`src/rtl/axis_8bit_adder_pkg.sv`:
```
// Shared widths, types and the sum-extension helper for the AXI-Stream adder slice.
package axis_adder_pkg;

    localparam int OPERAND_W = 8;
    localparam int RESULT_W  = 16;
    localparam int COUNT_W   = 16;
    localparam int BUF_DEPTH = 2;

    typedef logic [OPERAND_W-1:0] operand_t;
    typedef logic [RESULT_W-1:0]  result_t;
    typedef logic [COUNT_W-1:0]   count_t;

    // Output buffer occupancy; only these three values are reachable.
    typedef enum logic [1:0] {
        OCC_EMPTY = 2'd0,
        OCC_ONE   = 2'd1,
        OCC_FULL  = 2'd2
    } occ_t;

    // 9-bit sum of two operands, zero- or sign-extended to the result width.
    function automatic result_t extend_sum(input operand_t a, input operand_t b, input bit is_signed);
        logic [OPERAND_W:0] sum9;
        if (is_signed) begin
            sum9 = {a[OPERAND_W-1], a} + {b[OPERAND_W-1], b};
        end else begin
            sum9 = {1'b0, a} + {1'b0, b};
        end
        return {{(RESULT_W-OPERAND_W-1){is_signed & sum9[OPERAND_W]}}, sum9};
    endfunction

endpackage

```
`src/rtl/axis_8bit_adder_if.sv`:
```
// Bundles the two operand streams and the sum stream of the adder.
// The slave modport is the adder's view, the master modport the environment's.
interface axis_8bit_adder_if;
    import axis_adder_pkg::*;

    operand_t s_axis_a_data;
    logic     s_axis_a_valid;
    logic     s_axis_a_ready;
    operand_t s_axis_b_data;
    logic     s_axis_b_valid;
    logic     s_axis_b_ready;
    result_t  m_axis_data;
    logic     m_axis_valid;
    logic     m_axis_ready;

    modport slave (
        input  s_axis_a_data, s_axis_a_valid,
        output s_axis_a_ready,
        input  s_axis_b_data, s_axis_b_valid,
        output s_axis_b_ready,
        output m_axis_data, m_axis_valid,
        input  m_axis_ready
    );

    modport master (
        output s_axis_a_data, s_axis_a_valid,
        input  s_axis_a_ready,
        output s_axis_b_data, s_axis_b_valid,
        input  s_axis_b_ready,
        input  m_axis_data, m_axis_valid,
        output m_axis_ready
    );

endinterface

```
`src/rtl/axis_8bit_adder_fifo2.sv`:
```
// Two-entry register FIFO. The head lives in slot0 so the output data is
// always a plain register and never moves while the consumer stalls.
module axis_fifo2
    import axis_adder_pkg::*;
(
    input  logic    clk,
    input  logic    rst,
    input  logic    push,
    input  result_t push_data,
    input  logic    pop,
    output result_t head,
    output occ_t    occ
);

    result_t slot0;
    result_t slot1;

    // Update storage and occupancy; simultaneous push/pop keeps the count and order.
    always_ff @(posedge clk or posedge rst) begin
        if (rst) begin
            occ   <= OCC_EMPTY;
            slot0 <= '0;
            slot1 <= '0;
        end else begin
            case (occ)
                OCC_EMPTY: begin
                    if (push) begin
                        slot0 <= push_data;
                        occ   <= OCC_ONE;
                    end
                end
                OCC_ONE: begin
                    if (push && pop) begin
                        slot0 <= push_data;
                    end else if (push) begin
                        slot1 <= push_data;
                        occ   <= OCC_FULL;
                    end else if (pop) begin
                        occ <= OCC_EMPTY;
                    end
                end
                default: begin
                    if (pop) begin
                        slot0 <= slot1;
                        occ   <= OCC_ONE;
                    end
                end
            endcase
        end
    end

    assign head = slot0;

endmodule

```
`src/rtl/axis_8bit_adder.sv`:
```
// Joins two 8-bit operand streams, adds each accepted pair and streams the
// extended sum out through a 2-entry buffer, counting delivered sums.
module axis_8bit_adder
    import axis_adder_pkg::*;
#(
    parameter bit SIGNED = 1'b0
) (
    input  logic             clk,
    input  logic             rst,
    axis_8bit_adder_if.slave bus,
    output count_t           sum_count
);

    occ_t    occ;
    result_t head;
    result_t sum;
    logic    full;
    logic    accept;
    logic    pop;
    logic    m_valid;

    // Readies come from registered occupancy and the other channel's valid only,
    // and are held low during reset so nothing is taken while rst is high.
    assign full               = (occ == OCC_FULL);
    assign bus.s_axis_a_ready = ~rst & bus.s_axis_b_valid & ~full;
    assign bus.s_axis_b_ready = ~rst & bus.s_axis_a_valid & ~full;
    assign accept             = ~rst & bus.s_axis_a_valid & bus.s_axis_b_valid & ~full;

    assign m_valid            = (occ != OCC_EMPTY);
    assign pop                = m_valid & bus.m_axis_ready;
    assign bus.m_axis_valid   = m_valid;
    assign bus.m_axis_data    = head;

    assign sum = extend_sum(bus.s_axis_a_data, bus.s_axis_b_data, SIGNED);

    axis_fifo2 u_fifo (
        .clk       (clk),
        .rst       (rst),
        .push      (accept),
        .push_data (sum),
        .pop       (pop),
        .head      (head),
        .occ       (occ)
    );

    // Count every completed output handshake; wraps naturally at the width.
    always_ff @(posedge clk or posedge rst) begin
        if (rst) begin
            sum_count <= '0;
        end else if (pop) begin
            sum_count <= sum_count + 1'b1;
        end
    end

endmodule

```
`src/flat_wrapper.sv`:
```
// flat-port wrapper written by rule: the top's interface ports become plain ports
module axis_8bit_adder_flat import axis_adder_pkg::*;
#(
    parameter bit SIGNED = 1'b0
)
  (clk, rst, sum_count, bus_s_axis_a_data, bus_s_axis_a_valid, bus_s_axis_a_ready, bus_s_axis_b_data, bus_s_axis_b_valid, bus_s_axis_b_ready, bus_m_axis_data, bus_m_axis_valid, bus_m_axis_ready);
  axis_8bit_adder_if bus_i ();
  input  logic clk;
  input  logic rst;
  output count_t sum_count;
  input wire logic [$bits(bus_i.s_axis_a_data)-1:0] bus_s_axis_a_data;
  input wire logic [$bits(bus_i.s_axis_a_valid)-1:0] bus_s_axis_a_valid;
  output wire logic [$bits(bus_i.s_axis_a_ready)-1:0] bus_s_axis_a_ready;
  input wire logic [$bits(bus_i.s_axis_b_data)-1:0] bus_s_axis_b_data;
  input wire logic [$bits(bus_i.s_axis_b_valid)-1:0] bus_s_axis_b_valid;
  output wire logic [$bits(bus_i.s_axis_b_ready)-1:0] bus_s_axis_b_ready;
  output wire logic [$bits(bus_i.m_axis_data)-1:0] bus_m_axis_data;
  output wire logic [$bits(bus_i.m_axis_valid)-1:0] bus_m_axis_valid;
  input wire logic [$bits(bus_i.m_axis_ready)-1:0] bus_m_axis_ready;
  assign bus_i.s_axis_a_data = bus_s_axis_a_data;
  assign bus_i.s_axis_a_valid = bus_s_axis_a_valid;
  assign bus_s_axis_a_ready = bus_i.s_axis_a_ready;
  assign bus_i.s_axis_b_data = bus_s_axis_b_data;
  assign bus_i.s_axis_b_valid = bus_s_axis_b_valid;
  assign bus_s_axis_b_ready = bus_i.s_axis_b_ready;
  assign bus_m_axis_data = bus_i.m_axis_data;
  assign bus_m_axis_valid = bus_i.m_axis_valid;
  assign bus_i.m_axis_ready = bus_m_axis_ready;
  axis_8bit_adder #(.SIGNED(SIGNED)) u_core (.clk(clk), .rst(rst), .bus(bus_i), .sum_count(sum_count));
endmodule
```
`config.mk`:
```
export PLATFORM = sky130hd
export DESIGN_NAME = axis_8bit_adder_flat
export DESIGN_NICKNAME = d
export VERILOG_FILES = /design/src/rtl/axis_8bit_adder_pkg.sv /design/src/rtl/axis_8bit_adder_if.sv /design/src/rtl/axis_8bit_adder_fifo2.sv /design/src/rtl/axis_8bit_adder.sv /design/src/flat_wrapper.sv
export SDC_FILE = /design/constraint.sdc
export NUM_CORES = 1
export LEC_CHECK = 0
export CAP_MARGIN = 15
export CORE_ASPECT_RATIO = 0.5
export CORE_MARGIN = 2
export CORE_UTILIZATION = 48
export DETAILED_ROUTE_END_ITERATION = 16
export DONT_BUFFER_PORTS = 1
export RECOVER_POWER = 25
export SYNTH_ARGS = -nofsm -noshare
export SYNTH_HDL_FRONTEND = slang
export SYNTH_SLANG_ARGS = --single-unit
```
`constraint.sdc`:
```
create_clock -name clk -period 3.7 [get_ports clk]
set_input_delay 0.37 -clock clk [delete_from_list [all_inputs] [get_ports clk]]
set_output_delay 0.37 -clock clk [all_outputs]
set_load 0.03 [all_outputs]
```
# After elaboration in Yosys (flattened, before gate mapping)
# Index checks and enable logic that the tools add are counted.
classes:
  muxes: 10
  add_sub_neg: 2
  bitwise: 10
  n_eq_ne: 6
  reduce_logical: 7
ops:
  columns: ["op", "count"]
  rows:
  - ["$mux W16", 3]
  - ["$pmux W16 S2", 1]
  - ["$add A16 B1 Y16 const B", 1]
  - ["$mux W2", 5]
  - ["$add A8 B8 Y9", 1]
  - ["$and A1 B1 Y1", 7]
  - ["$ne A2 B2 Y1 const B", 3]
  - ["$reduce_and A3 Y1", 2]
  - ["$pmux W2 S2", 1]
  - ["$reduce_and A4 Y1", 1]
  - ["$ne A3 B3 Y1 const B", 1]
  - ["$not A1 Y1", 3]
  - ["$reduce_bool A3 Y1", 1]
  - ["$eq A2 B1 Y1 const B", 1]
  - ["$eq A2 B2 Y1 const B", 1]
  - ["$logic_not A2 Y1", 1]
  - ["$reduce_bool A2 Y1", 1]
  - ["$logic_and A1 B1 Y1", 1]
totals:
  elab_cells: 39
  register_bits: 43

# Logic depth before layout (Yosys ltp)
depth:
  ltp_word: 7
  depth_mapped: 8
  ltp_nobuf: 8

# By module
# Synthesis repeated with hierarchy kept, for this count alone.
unflattened:
  hier_cells: 200
  area_unflattened_um2: 2668.8
modules_own_cells:
  columns: ["module", "area_per_inst_um2", "cells_each", "seq_area_each_um2", "n_inst"]
  rows:
  - ["axis_fifo2", 1595.3, 96, 850.8, 1]
  - ["axis_8bit_adder", 1073.5, 104, 400.4, 1]

# Least setup slack after synthesis
# No wires, ideal clock.
synth_path:
  path_kind: "register -> output"
  from: "register u_core.u_fifo.occ[1]"
  to: "output bus_s_axis_a_ready"
  t_required_ps: 3330
  stages_incl_launch_ff: 5
  setup_slack_ps: 1679
  t_arrival_ps: 1651
  path_buffers: 2
  path_cell_list: "dfrtp_1 clkbuf_1 buf_2 nor2b_1 nor3b_1"
synth_between:
  elab_chain_cells: 3
synth_rtl:
  columns: ["item", "line_no", "source"]
  rows:
  - ["start, declared", "axis_8bit_adder_fifo2.sv:12", "output occ_t occ"]
  - ["start signal, assigned", "axis_8bit_adder_fifo2.sv:21", "occ <= OCC_EMPTY;"]
  - ["start signal, assigned", "axis_8bit_adder_fifo2.sv:29", "occ <= OCC_ONE;"]
  - ["start signal, assigned", "axis_8bit_adder_fifo2.sv:37", "occ <= OCC_FULL;"]
  - ["$eq A2 B2 Y1", "axis_8bit_adder.sv:24", "assign full = (occ == OCC_FULL);"]
  - ["$not A1 Y1", "axis_8bit_adder.sv:25", "assign bus.s_axis_a_ready = ~rst & bus.s_axis_b_valid & ~full;"]
  - ["$and A1 B1 Y1", "axis_8bit_adder.sv:25", null]
  - ["end, declared", "flat_wrapper.sv:13", "output wire logic [$bits(bus_i.s_axis_a_ready)-1:0] bus_s_axis_a_ready;"]
# Every way passes these cells.

# Worst setup path after layout
layout_path:
  from: "register u_core.u_fifo.occ[1]"
  to: "output bus_s_axis_b_ready"
layout_between:
  elab_chain_cells: 3
layout_rtl:
  columns: ["item", "line_no", "source"]
  rows:
  - ["$eq A2 B2 Y1", "axis_8bit_adder.sv:24", null]
  - ["$not A1 Y1", "axis_8bit_adder.sv:26", "assign bus.s_axis_b_ready = ~rst & bus.s_axis_a_valid & ~full;"]
  - ["$and A1 B1 Y1", "axis_8bit_adder.sv:26", null]
  - ["end, declared", "flat_wrapper.sv:16", "output wire logic [$bits(bus_i.s_axis_b_ready)-1:0] bus_s_axis_b_ready;"]
# Every way passes these cells.

==> results.py <==
metrics = {
    "grt": {
        "first_global_vias": 1358,
        "grt_usage": 0.168,
        "grt_overflow": 0,
        "antenna_found_initial": 0,
        "grt_start_max_net_pins": 37,
        "grt_pass1_wl_um": 6120,
    },
    "yosys": {
        "synth_top_family_by_area": "simple AND/OR/NAND/NOR gates",
        "synth_seq_cells": 36,
        "async_reset_ff_frac": 1.00,
        "ys_types": 42,
        "synth_top_cell_area_share": 0.454,
        "synth_edf_count": 0,
        "synth_ff_type": "dfrtp_1",
        "postSynthAreaPerCell_um2": 10.1,
        "synthCells": 196,
        "synth_seq_area_share": 0.454,
        "netlist_area_mm2": 0.00198,
        "synth-simple-area-share": 0.164,
        "synth_xor_area_frac": 0.0927,
        "synth_mux_area_frac": 0.0422,
        "synth_compound_area_frac": 0.119,
        "yosysWarnings": 0,
        "synthTopCellsByArea": "dfrtp_1, ha_1, xnor2_1",
        "yosysTopAreaCell": "dfrtp_1",
        "synth_adder_area_share": 0.0668,
    },
    "clock_network": {
        "root_buffer": "clkbuf_8",
        "cts_resized": 0,
        "cts.sinks": 36,
        "cts-buffers-inserted": 5,
        "cts.clk_slew.worst_paths_ns": 0.07,
        "cts_tree": "done",
        "cts_hold_buffers": 0,
        "post_cts_buffers": 0,
        "insertion_delay_ns": 0.28,
        "clock_path_buffers": 2,
        "htreeDepth": 2,
    },
    "die": {
        "die-area_mm2": 0.00470,
        "die_y_um": 49.5,
        "initial_core_util": 0.503,
        "io_pins": 56,
        "core_area_mm2": 0.00394,
        "row_count": 16,
        "die_w_um": 94.9,
    },
    "sta": {
        "fmax_mhz": 426,
        "maxSlewHeadroom": -0.282,
        "hold_viol": 0,
        "slew_viol_final": 37,
        "skew_ns": 0.00329,
        "final-setup-viol-count": 0,
        "fin_crit_sh": 0.635,
        "worst_slack_ns": 1.35,
        "worst-slew-pin-transition_ns": 1.92,
        "rsz0062_at_grt": "no",
        "final.setup.tns_ns": 0,
        "fin_crit_ns": 2.35,
    },
    "power": {
        "pwr_density_cell_mw_per_mm2": 521,
        "p_leak_nw": 0.986,
        "p_int_w": 0.000689,
        "p_clk_frac": 0.261,
        "vdd_ir_drop_max_v": 0.000157,
        "pwr-share-seq": 0.577,
        "p_comb_frac": 0.162,
        "netSwitchingPower_w": 0.000395,
        "power.share.switching": 0.364,
    },
    "placed_design": {
        "post-place-ws_ns": 1.66,
        "place.gp.congestion": 0.726,
        "port_buffers": 0,
        "place_hpwl_um": 2510,
    },
    "cells_and_area": {
        "drive_gt1_frac": 0.111,
        "antennaDiodeCount": 0,
        "fillers": 368,
        "nNetsFinal": 229,
        "area_growth_pct": 4.92,
        "fin_util": 0.528,
    },
    "critical_path": {
        "critPathKind": "register to output port",
        "critPathMaxStageDelay_ns": 0.77,
        "startpoint_type": "register",
        "cp.depth": 2,
        "r2r_cells": 5,
        "cp_max_fo": 24,
        "arrival_ns": 1.98,
        "cp.required_ns": 3.33,
        "path_cells": "nor2b_1 -> nor3b_1",
        "crit_family": "simple AND/OR/NAND/NOR gates",
        "worst_path_max_delay_cell": "nor3b_1",
        "critPathBufInv": 0,
        "critPathCaptureType": "output port",
    },
    "min_path": {
        "hold_path_depth": 1,
        "hold_path.class": "input port to register",
    },
    "run": {
        "max-cap-violations": 1,
    },
    "status": {
        "status": "complete, but fails checks",
        "failed_checks": "max-capacitance violations, max-slew violations",
    },
    "routing": {
        "vias": 1355,
        "drt-pass1-iter-count": 4,
        "wl_per_cell_um": 13.7,
        "drc": 0,
        "routed_wl_um": 3460,
        "highest_layer": "met4",
        "wl_met3_um": 220,
        "met2_length_um": 1510,
        "wl_met1_um": 1710,
        "viasPerCell": 5.36,
        "ant_nets": 0,
        "first_iter_violations": 26,
    },
}
-- metrics by stage --
stage	instances	total power (W)	area, um^2	hold slack, ns
finish	253	0.00108	2080	0.148
global route	253	0.00116	2080	0.126
CTS	253	0.00110	2090	0.0879
detailed placement	245	0.000814	1990	0.401
global placement	245	0.000809	1990	0.393
floorplan	202	0.000776	2010	0.442
-- layout by cell type, fill, tap and decap left out, drive strengths merged, types with 5 or more instances in the layout --
master,n
ha,9
nor2,10
mux2,5
nand3,8
dfrtp,36
o21ai,16
clkbuf,7
conb,7
xnor2,11
xor2,10
a21oi,12
nand2,23
and3,5
inv,6
-- metal layers --
metal,global-route usage,up-vias
met4,0.0507,0
met5,0,-
li1,-,680
met2,0.264,40
met3,0.0596,2
met1,0.219,633
-- state kept, by name, summed over array words and instances (netlist names) --
name,cells
u_core.sum_count,16
u_core.u_fifo.occ,2
u_core.u_fifo.head,9
u_core.u_fifo.slot1,9
-- power groups by stage --
stage | combinational, W | clock, W | sequential (W)
2_1_floorplan | 0.000159 | 0 | 0.000617
3_3_place_gp | 0.000175 | 0 | 0.000634
3_5_place_dp | 0.000179 | 0 | 0.000635
4_1_cts | 0.000180 | 0.000296 | 0.000627
5_1_grt | 0.000205 | 0.000316 | 0.000637
6_report | 0.000176 | 0.000283 | 0.000626
-- cells by family after synthesis --
family                     Yosys count
muxes                                7
adders and majority gates           10
DFF                                 36
AOI/OAI and AO/OA                   38
and+or+nand+nor                     64
other                                1
xor gates and xnor gates            21
buffers and inverters               19
-- worst paths after layout --
path,startpoint,endpoint,slack (ns)
setup reg to reg,u_core.u_fifo.occ[1],u_core.sum_count[11],1.69
hold reg to reg,u_core.u_fifo.slot1[6],u_core.u_fifo.slot1[6],0.48
min in group asynchronous,rst,u_core.u_fifo.slot1[2],0.67
setup / recovery,u_core.u_fifo.occ[1],bus_s_axis_b_ready,1.35
hold / removal,bus_m_axis_ready,u_core.u_fifo.occ[1],0.15
max in group asynchronous,rst,u_core.u_fifo.slot1[1],1.93
-- Yosys cell counts, types with 2 or more instances --
cell type and n:
xnor2_1 11, a21oi_1 12, nor2b_1 2, dfrtp_1 36, nand4_1 4, o21ai_0 12, nand2_1 23, and4_1 2
buf_2 3, mux2i_1 2, buf_4 7, xor2_1 10, ha_1 9, and3_1 5, nand3_1 8, nand2b_1 2
inv_1 6, nor2_1 10, mux2_2 3, o21ai_2 4, mux2_4 2, nor3b_1 3
-- cell type report --
cell class	count	area, um^2	share of cell area
multi-input cells	147	987	0.474
flip-flops and latches	36	901	0.433
clock buffers	6	82.6	0.0397
well taps	54	67.6	0.0325
inverters	6	22.5	0.0108
repair buffers	2	11.3	0.00541
clock inverters	2	10.0	0.00481
-- worst register-to-register path, cell delays in order (launching register included) --
cell	delay (ns)
dfrtp_1	0.81
o21ai_2	0.18
nor3_2	0.29
and4_1	0.31
nand4_1	0.13
xnor2_1	0.16
Power figures use the tool's default switching activity.
==> patch 1, RTL diff (same flow settings) <==
`SIGNED` is set to 1'b0 in 2 places; all go to 1'b1.
--- a/src/rtl/axis_8bit_adder.sv
+++ b/src/rtl/axis_8bit_adder.sv
@@ -3,7 +3,7 @@
 module axis_8bit_adder
     import axis_adder_pkg::*;
 #(
-    parameter bit SIGNED = 1'b0
+    parameter bit SIGNED = 1'b1
 ) (
     input  logic             clk,
     input  logic             rst,
--- a/src/flat_wrapper.sv
+++ b/src/flat_wrapper.sv
@@ -1,7 +1,7 @@
 // flat-port wrapper written by rule: the top's interface ports become plain ports
 module axis_8bit_adder_flat import axis_adder_pkg::*;
 #(
-    parameter bit SIGNED = 1'b0
+    parameter bit SIGNED = 1'b1
 )
   (clk, rst, sum_count, bus_s_axis_a_data, bus_s_axis_a_valid, bus_s_axis_a_ready, bus_s_axis_b_data, bus_s_axis_b_valid, bus_s_axis_b_ready, bus_m_axis_data, bus_m_axis_valid, bus_m_axis_ready);
   axis_8bit_adder_if bus_i ();
Formal check against the unedited RTL: not equivalent (Yosys sat finds a counterexample within 4 cycles, from zero or initial values and one cycle with rst high).
==> patch 1 against the original RTL <==
- the run still ends with capacitance limit, slew limit left
- die area increased by 0.24%
- first-iteration DRC count increased to 2.5 times the old value
- synthesized area increased by 0.25%
- register-to-register slack got worse by 220 ps
- power increased by 4.5%
- sequential power increased by 9.3%
- design area decreased by 0.72%
- sequential cell count unchanged
- wire length increased by 3.3%
- worst setup slack got worse by 40 ps
==> patch 1: results (changes against the original RTL) <==
- Outcome: finished with violations (unchanged)
- Violations in the final reports: capacitance limit, slew limit (unchanged)
- Flip-flop count of the largest register after layout: 16 (unchanged)
- Final clock skew: 3.51 ps (was 3.29 ps)
- Fillers: 359 (was 368)
- Largest cells by area after synthesis: sky130_fd_sc_hd__dfrtp_1 (45%), sky130_fd_sc_hd__ha_1 (5.7%), sky130_fd_sc_hd__xnor2_1 (4.8%) (was sky130_fd_sc_hd__dfrtp_1 (45%), sky130_fd_sc_hd__ha_1 (5.7%), sky130_fd_sc_hd__xnor2_1 (4.9%))
- Worst-case hold slack: 139 ps (was 148 ps)
- Transition time at the pin with the least slew margin: 1930 ps (was 1920 ps)
- P_clk: 282 uW (was 283 uW)
- Minimum setup slack after placement: 1480 ps (was 1660 ps)
- Worst reg2reg path endpoint: u_core.sum_count[15] (was u_core.sum_count[11])
- Post-synthesis area per instance: 9.90 sq um (was 10.1 sq um)
- Placed Cells: 242 (was 245)
- Peak supply drop: 249 uV (was 157 uV)
- Number of library cell types mapped by synthesis: 39 (was 42)
- Slew Viols, Final: 37 (unchanged)
- Via count: 1,367 (was 1,355)
- Share of synthesized area occupied by flip-flops and latches: 45.3% (was 45.4%)
- Post-route setup slack: 1310 ps (was 1350 ps)
- Via-to-Cell Ratio: 5.47 (was 5.36)
- Net count of the finished layout: 226 (was 229)
- Net switching power: 439 uW (was 395 uW)
- Part of the power in registers: 60.4% (was 57.7%)
- Synth top cells by count: sky130_fd_sc_hd__dfrtp_1 (36), sky130_fd_sc_hd__nand2_1 (23), sky130_fd_sc_hd__nor2_1 (14) (was sky130_fd_sc_hd__dfrtp_1 (36), sky130_fd_sc_hd__nand2_1 (23), sky130_fd_sc_hd__a21oi_1 (12), sky130_fd_sc_hd__o21ai_0 (12), sky130_fd_sc_hd__xnor2_1 (11))
- Final Wtd Congestion: 0.739 (was 0.726)
- Total track usage: 17.5% (was 16.8%)
- Final Total Pwr: 1.13 mW (was 1.08 mW)
- Layout cells sized above 1: 9.18% (was 11.1%)
- Total placed instance area: 1980 sq um (was 1990 sq um)
- Leakage: 0.947 nW (was 0.986 nW)
- Post-route met1 wirelength: 1830 um (was 1710 um)
- Wire length of the first global-routing pass: 6110 um (was 6120 um)
- Number of maximum-capacitance constraint violations: 1 (unchanged)
- Met3 WL post-DR: 292 um (was 220 um)
- Crit path DAT: 2020 ps (was 1980 ps)
- Number of DRC violations after detailed-routing iteration 0: 66 (was 26)
- Number of global-route vias before repair: 1,317 (was 1,358)
- CP Capture Point: bus_s_axis_a_ready (was bus_s_axis_b_ready)
- HPWL Detailed: 2580 um (was 2510 um)
-- patch 1: metal layers --
metal / track usage [%] / vias up
li1: - / 681
met1: 24.4 / 639
met2: 24.5 / 42
met3: 6.73 / 5
met4: 7.25 / 0
met5: 0 / -
-- patch 1: final cells by class --
type | instances | area, sq um | area share [%]
Clock buffer | 8 | 90.1 | 4.36
Inverter | 5 | 18.8 | 0.908
Multi-Input combinational cell | 145 | 977 | 47.3
Sequential cell | 36 | 902 | 43.6
Tap cell | 54 | 67.6 | 3.27
Timing Repair Buffer | 2 | 11.3 | 0.545
-- patch 1: logic make-up after synthesis --
group                    after synthesis  share of synthesized area [%]
AND/OR/NAND/NOR                       66                           16.4
AO/OA/AOI/OAI                         41                           12.8
flip-flops                            36                           45.3
buffers and inverters                 20                           5.60
XOR/XNOR                              19                           8.36
adder cells (fa/ha/maj)               10                           6.67
multiplexers                           9                           4.91
==> patch 2, RTL diff (same flow settings) <==
Made on the original files. Register the output `sum_count` once more; this adds one clock of latency there. The other outputs are not delayed to match.
--- a/src/rtl/axis_8bit_adder.sv
+++ b/src/rtl/axis_8bit_adder.sv
@@ -10,6 +10,8 @@
     axis_8bit_adder_if.slave bus,
     output count_t           sum_count
 );
+
+    count_t sum_count_s0;
 
     occ_t    occ;
     result_t head;
@@ -46,10 +48,14 @@
     // Count every completed output handshake; wraps naturally at the width.
     always_ff @(posedge clk or posedge rst) begin
         if (rst) begin
-            sum_count <= '0;
+            sum_count_s0 <= '0;
         end else if (pop) begin
-            sum_count <= sum_count + 1'b1;
+            sum_count_s0 <= sum_count_s0 + 1'b1;
         end
+    end
+
+    always_ff @(posedge clk) begin
+        sum_count <= sum_count_s0;
     end
 
 endmodule
Behaviour: not the same (Yosys sat finds a counterexample within 4 cycles, from zero or initial values and one cycle with rst high).
==> patch 2 against the original RTL <==
- utilization grew 1.2 points
- synthesized area grew 19%
- sequential cell count is 16 higher
- wire length rose by 12%
- via count up 8.0%
- worst setup slack worse by 140 ps
- first-iteration DRC count grew to 3.8 times the old value
- highest routed layer unchanged
- design area rose by 18%
- power increased by 27%
==> patch 2: results (changes against the original RTL) <==
- Post-synthesis share of cell area spent on xor and xnor gates: 7.45% (was 9.27%)
- Share of synthesized area occupied by flip-flops and latches: 51.9% (was 45.4%)
- Post-Route WL: 3890 um (was 3460 um)
- Wire length of the first global-routing pass: 6300 um (was 6120 um)
- Pin count of the biggest net entering global routing: 22 (was 37)
- Synth top cells by count: sky130_fd_sc_hd__dfrtp_1 (36), sky130_fd_sc_hd__nand2_1 (21), sky130_fd_sc_hd__dfxtp_1 (16) (was sky130_fd_sc_hd__dfrtp_1 (36), sky130_fd_sc_hd__nand2_1 (23), sky130_fd_sc_hd__a21oi_1 (12), sky130_fd_sc_hd__o21ai_0 (12), sky130_fd_sc_hd__xnor2_1 (11))
- Final clock skew: 7.49 ps (was 3.29 ps)
- Maximum net fanout on the critical path: 21 (was 24)
- Combinational Power: 196 uW (was 176 uW)
- Number of library cell types mapped by synthesis: 43 (was 42)
- Transition time at the pin with the least slew margin: 956 ps (was 1920 ps)
- Clock slew seen by the registers of the worst setup and hold paths: 100 ps (was 70 ps)
- Number of DRC violations after detailed-routing iteration 0: 99 (was 26)
- Hold crit path type: in2async (was in2reg)
- Total power divided by cell area: 561 nW/um^2 (was 521 nW/um^2)
- Hold bufs inserted after CTS: 0 (unchanged)
- Number of global-route vias before repair: 1,310 (was 1,358)
- Met1 Resource Use GR: 22.0% (was 21.9%)
- Net switching power: 487 uW (was 395 uW)
- Outcome: completed (was finished with violations)
- Peak supply drop: 195 uV (was 157 uV)
- Total track usage: 15.4% (was 16.8%)
- Total placed instance area: 2360 sq um (was 1990 sq um)
- Worst-Skew Late Latency: 310 ps (was 280 ps)
- Final Wtd Congestion: 0.709 (was 0.726)
- Placed Cells: 272 (was 245)
- Global-route met2 utilization: 22.5% (was 26.4%)
- Leakage: 1.16 nW (was 0.986 nW)
- Compound-Gate Fraction of Synth Area: 11.2% (was 11.9%)
- Adder-cell share of the synthesized area: 5.64% (was 6.68%)
- Post-route met1 wirelength: 1910 um (was 1710 um)
- Final instance count without filler cells: 280 (was 253)
- Met3 WL post-DR: 280 um (was 220 um)
- Fraction of registers with async set/reset: 69.2% (was 100%)
- Part of the power in registers: 61.2% (was 57.7%)
- Largest cells by area after synthesis: sky130_fd_sc_hd__dfrtp_1 (38%), sky130_fd_sc_hd__dfxtp_1 (14%), sky130_fd_sc_hd__xnor2_1 (4.8%) (was sky130_fd_sc_hd__dfrtp_1 (45%), sky130_fd_sc_hd__ha_1 (5.7%), sky130_fd_sc_hd__xnor2_1 (4.9%))
==> patch 2: cell types whose count changed in the layout (fill, tap and decap cells not counted), sizes merged, moves of 3 or more <==
cell	delta
xor2	-3
a21oi	-3
mux2i	+3
nand3	-3
dfxtp	+16
a21o	+4
a211oi	+3
==> patch 2: worst paths after layout <==
path	startpoint	cells past startpoint	endpoint	slack [ps]
setup / recovery	u_core.u_fifo.occ[1]	3	bus_s_axis_a_ready	1210
hold / removal	rst	1	u_core.sum_count_s0[15]	60
setup reg to reg	u_core.u_fifo.occ[1]	5	u_core.sum_count_s0[14]	1750
hold reg to reg	u_core.sum_count_s0[15]	0	u_core.sum_count[15]	400
max in group asynchronous	rst	2	u_core.u_fifo.occ[0]	2930
min in group clk	bus_m_axis_ready	1	u_core.u_fifo.occ[1]	120
==> patch 2: cell type report <==
cell class,instances,area (sq um)
repair buffers,2,15.0
inverters,3,11.3
clock inverters,3,27.5
flip-flops and latches,52,1220
fillers,418,2090
clock buffers,5,68.8
well taps,66,82.6
multi-input cells,149,1030
